==> config.mk <==
export PLATFORM = sky130hd
export DESIGN_NAME = rca32_adder_flat
export DESIGN_NICKNAME = d
export VERILOG_FILES = /design/src/rtl/rca32_adder_if.sv /design/src/rtl/rca32_adder.sv /design/src/flat_wrapper.sv
export SDC_FILE = /design/constraint.sdc
export NUM_CORES = 1
export LEC_CHECK = 0
export CAP_MARGIN = 20
export CORE_ASPECT_RATIO = 1.4
export CORE_MARGIN = 10
export CORE_UTILIZATION = 35
export DETAILED_ROUTE_END_ITERATION = 6
export PLACE_DENSITY = 0.79
export REMOVE_ABC_BUFFERS = 1
export SLEW_MARGIN = 10
export SYNTH_ARGS = -nofsm -noshare
export SYNTH_HDL_FRONTEND = slang
export SYNTH_SLANG_ARGS = --single-unit
==> constraint.sdc <==
create_clock -name clk -period 0.8 [get_ports clk]
set_clock_uncertainty 0.05 [all_clocks]
set_input_delay 0.12 -clock clk [delete_from_list [all_inputs] [get_ports clk]]
set_output_delay 0.12 -clock clk [all_outputs]
set_load 0.02 [all_outputs]
==> src/rtl/rca32_adder_if.sv <==
// Operand/result bundle for the ripple-carry adder.
// The requester drives a, b and c0, and the adder returns the registered s and c.
interface rca32_adder_if #(
   parameter int WIDTH = 32
);
   logic [WIDTH-1:0] a;
   logic [WIDTH-1:0] b;
   logic             c0;
   logic [WIDTH-1:0] s;
   logic             c;

   modport master (
      output a,
      output b,
      output c0,
      input  s,
      input  c
   );

   modport slave (
      input  a,
      input  b,
      input  c0,
      output s,
      output c
   );
endinterface

==> src/rtl/rca32_adder.sv <==
// Ripple-carry adder built from a chain of one-bit full adders.
// The sum and carry-out are registered once to isolate timing from downstream logic.
module rca32_full_adder (
   input  logic a,
   input  logic b,
   input  logic cin,
   output logic sum,
   output logic cout
);
   logic half_sum;

   assign half_sum = a ^ b;
   assign sum      = half_sum ^ cin;
   assign cout     = (a & b) | (cin & half_sum);
endmodule

module rca32_adder #(
   parameter int WIDTH = 32
) (
   input  logic               clk,
   input  logic               rst_n,
   rca32_adder_if.slave       bus
);
   logic [WIDTH:0]   carry;
   logic [WIDTH-1:0] sum_comb;

   assign carry[0] = bus.c0;

   // Each stage takes its carry from the stage below, so the worst-case path is a full ripple.
   for (genvar i = 0; i < WIDTH; i++) begin : g_chain
      rca32_full_adder u_fa (
         .a    (bus.a[i]),
         .b    (bus.b[i]),
         .cin  (carry[i]),
         .sum  (sum_comb[i]),
         .cout (carry[i+1])
      );
   end

   always_ff @(posedge clk or negedge rst_n) begin
      if (!rst_n) begin
         bus.s <= '0;
         bus.c <= 1'b0;
      end else begin
         bus.s <= sum_comb;
         bus.c <= carry[WIDTH];
      end
   end
endmodule

==> src/flat_wrapper.sv <==
// flat-port wrapper written by rule: the top's interface ports become plain ports
module rca32_adder_flat 
#(
   parameter int WIDTH = 32
)
  (clk, rst_n, bus_a, bus_b, bus_c0, bus_s, bus_c);
  rca32_adder_if #(.WIDTH(WIDTH)) bus_i ();
  input  logic clk;
  input  logic rst_n;
  input wire logic [$bits(bus_i.a)-1:0] bus_a;
  input wire logic [$bits(bus_i.b)-1:0] bus_b;
  input wire logic [$bits(bus_i.c0)-1:0] bus_c0;
  output wire logic [$bits(bus_i.s)-1:0] bus_s;
  output wire logic [$bits(bus_i.c)-1:0] bus_c;
  assign bus_i.a = bus_a;
  assign bus_i.b = bus_b;
  assign bus_i.c0 = bus_c0;
  assign bus_s = bus_i.s;
  assign bus_c = bus_i.c;
  rca32_adder #(.WIDTH(WIDTH)) u_core (.clk(clk), .rst_n(rst_n), .bus(bus_i));
endmodule
==> flow_summary.toml <==
[clocking]
numCtsBuffers = 5
cts_sinks = 33
htree_levels = 2
cts_hold_buf = 0
clockRootBuffer = "clkbuf_8"
cts_setup_buffers = 0
path_clk_slew_ns = 0.06
cts_tree = "yes"
cts.path.max_buffers = 2

[route]
wl_per_cell_um = 19.1
wl_um = 4360
drtPass1Iterations = 4
drtIter0Drc = 37
vias = 998
ant_nets = 0
post-route-drc-count = 0
via_per_inst = 4.38

[timing]
worst_pin_slew_ns = 0.173
drv_slew = 0
setup_violations = 65
fmax_ghz = 0.0881
rsz0062_at_grt = "yes"
slew_headroom_pct = 88.5
fin_crit_ns = 11.35
hold_ws_ns = 0.0973
tns_ns = -181.53
hold_viol_final = 0
worst_slack_ns = -10.55
min_period_over_period_pct = 1420

[floorplan]
die_w_um = 75.4
rows = 28
die_area_mm2 = 0.00736
core_area_mm2 = 0.00420
die_y_um = 97.6
io_pins = 100
start_util_pct = 35.8

[logic_synthesis]
ys_seq_area_share_pct = 54.9
ys_ff_latch = 33
avgSynthCellArea_um2 = 20.1
netlist_area_mm2 = 0.00150
yosysWarnings = 0
yosysUniqueCellTypes = 3
synth_cells = 75

[critical_path]
cpPeakStageDelay_ns = 0.41
crit_path_top_delay_cell = "fa_2"
worstSetupPathType = "in -> reg"
critical_path.max_fanout = 1
worstSetupEndpointType = "register"
path_common_cell = "fa_2"
crit_path_start_kind = "input pin"
required_ns = 0.97
critPathArrivalTime_ns = 11.52

[cells_and_area]
nets = 281
num_antenna_cells = 0
area.growth.synth_to_final_pct = 83.6
fin_util_pct = 65.7
final_cell_area_mm2 = 0.00276
drive_above_1_share_pct = 43.2
layout.cells.non_filler = 228

[grt]
track_usage_pct = 12.8
grt_pass1_vias = 1264
grt_max_degree = 34
grt_pass1_wl_um = 6850
globalRouteOverflowTotal = 0
antenna_found_initial = 0

[power]
powerDensity_mw_per_mm2 = 1950
total_power_mw = 5.40
power_leakage_nw = 1.15
vdd_drop_max_mv = 1.05

[placement]
place_hpwl_um = 3620
placed_cells = 220
dpl_worst_slack_ns = -12.53
port_buffers = 99
place_congestion = 0.714
placed_area_mm2 = 0.00257

[run_status]
status = "finished with violations"
violations = "setup timing"

[job]
max_cap_violations = 0

[worst_hold_path]
min_path_type = "in -> reg"
## final cells by class
cell class / instances / area (um^2)
Fill cell: 286 / 1440
Multi-Input combinational cell: 32 / 721
Clock buffer: 8 / 80.1
Timing Repair Buffer: 100 / 1040
Tap cell: 45 / 56.3
Inverter: 10 / 37.5
Sequential cell: 33 / 826
## repair_timing
| item | 4_1_cts | 5_1_grt |
|---|---|---|
| resized for setup | 249 | 1 |
| setup endpoints to repair | 66 | 65 |
| pin swaps | 2 | 3 |
## state kept, by name, summed over array words and instances (netlist names)
register,flops
u_core.bus.s,32
u_core.bus.c,1
## layer usage
layer	GRT usage [%]	routed length [um]	part of all wire, %
met1	10.6	1190	27
met2	23.1	2510	58
met3	6.44	535	12
met4	6.31	124	2.8
met5	0	0	0
## path summary, 6_finish.rpt
kind | slack, ns | endpoint | cells past startpoint | startpoint
max | -10.55 | u_core.bus.s[31] | 37 | bus_c0
min | 0.1 | u_core.bus.s[0] | 2 | bus_c0
max in group asynchronous | 0.37 | u_core.bus.s[27] | 2 | rst_n
min in group asynchronous | 0.16 | u_core.bus.s[16] | 2 | rst_n
## critical path: cells and delay by family
family	cells	cell delay, ns
buf+inv	5	0.30
fa+ha+maj	32	11.08
## logic make-up after synthesis
logic type,after synthesis,synth area share (%)
flip-flops,33,54.9
adder cells (fa/ha/maj),32,42.6
buffers and inverters,10,2.50
## synth_stat cells
cell type	count	share of area, %
inv_1	10	2.5
dfrtp_1	33	55
fa_1	32	43
## placed cells by master (no fill, tap or decap)
master	instances
buf_12	1
clkbuf_1	3
inv_1	5
inv_2	5
clkbuf_8	5
fa_2	32
dfrtp_1	33
buf_2	2
buf_6	34
dlygate4sd2_1	2
clkdlybuf4s50_1	61
## power breakdown
group | internal [mW] | switching [mW] | total [mW]
clock | 0.617 | 0.549 | 1.17
combinational | 1.13 | 0.947 | 2.08
sequential | 2.00 | 0.150 | 2.15
total | 3.75 | 1.65 | 5.40
Power figures use the tool's default switching activity.
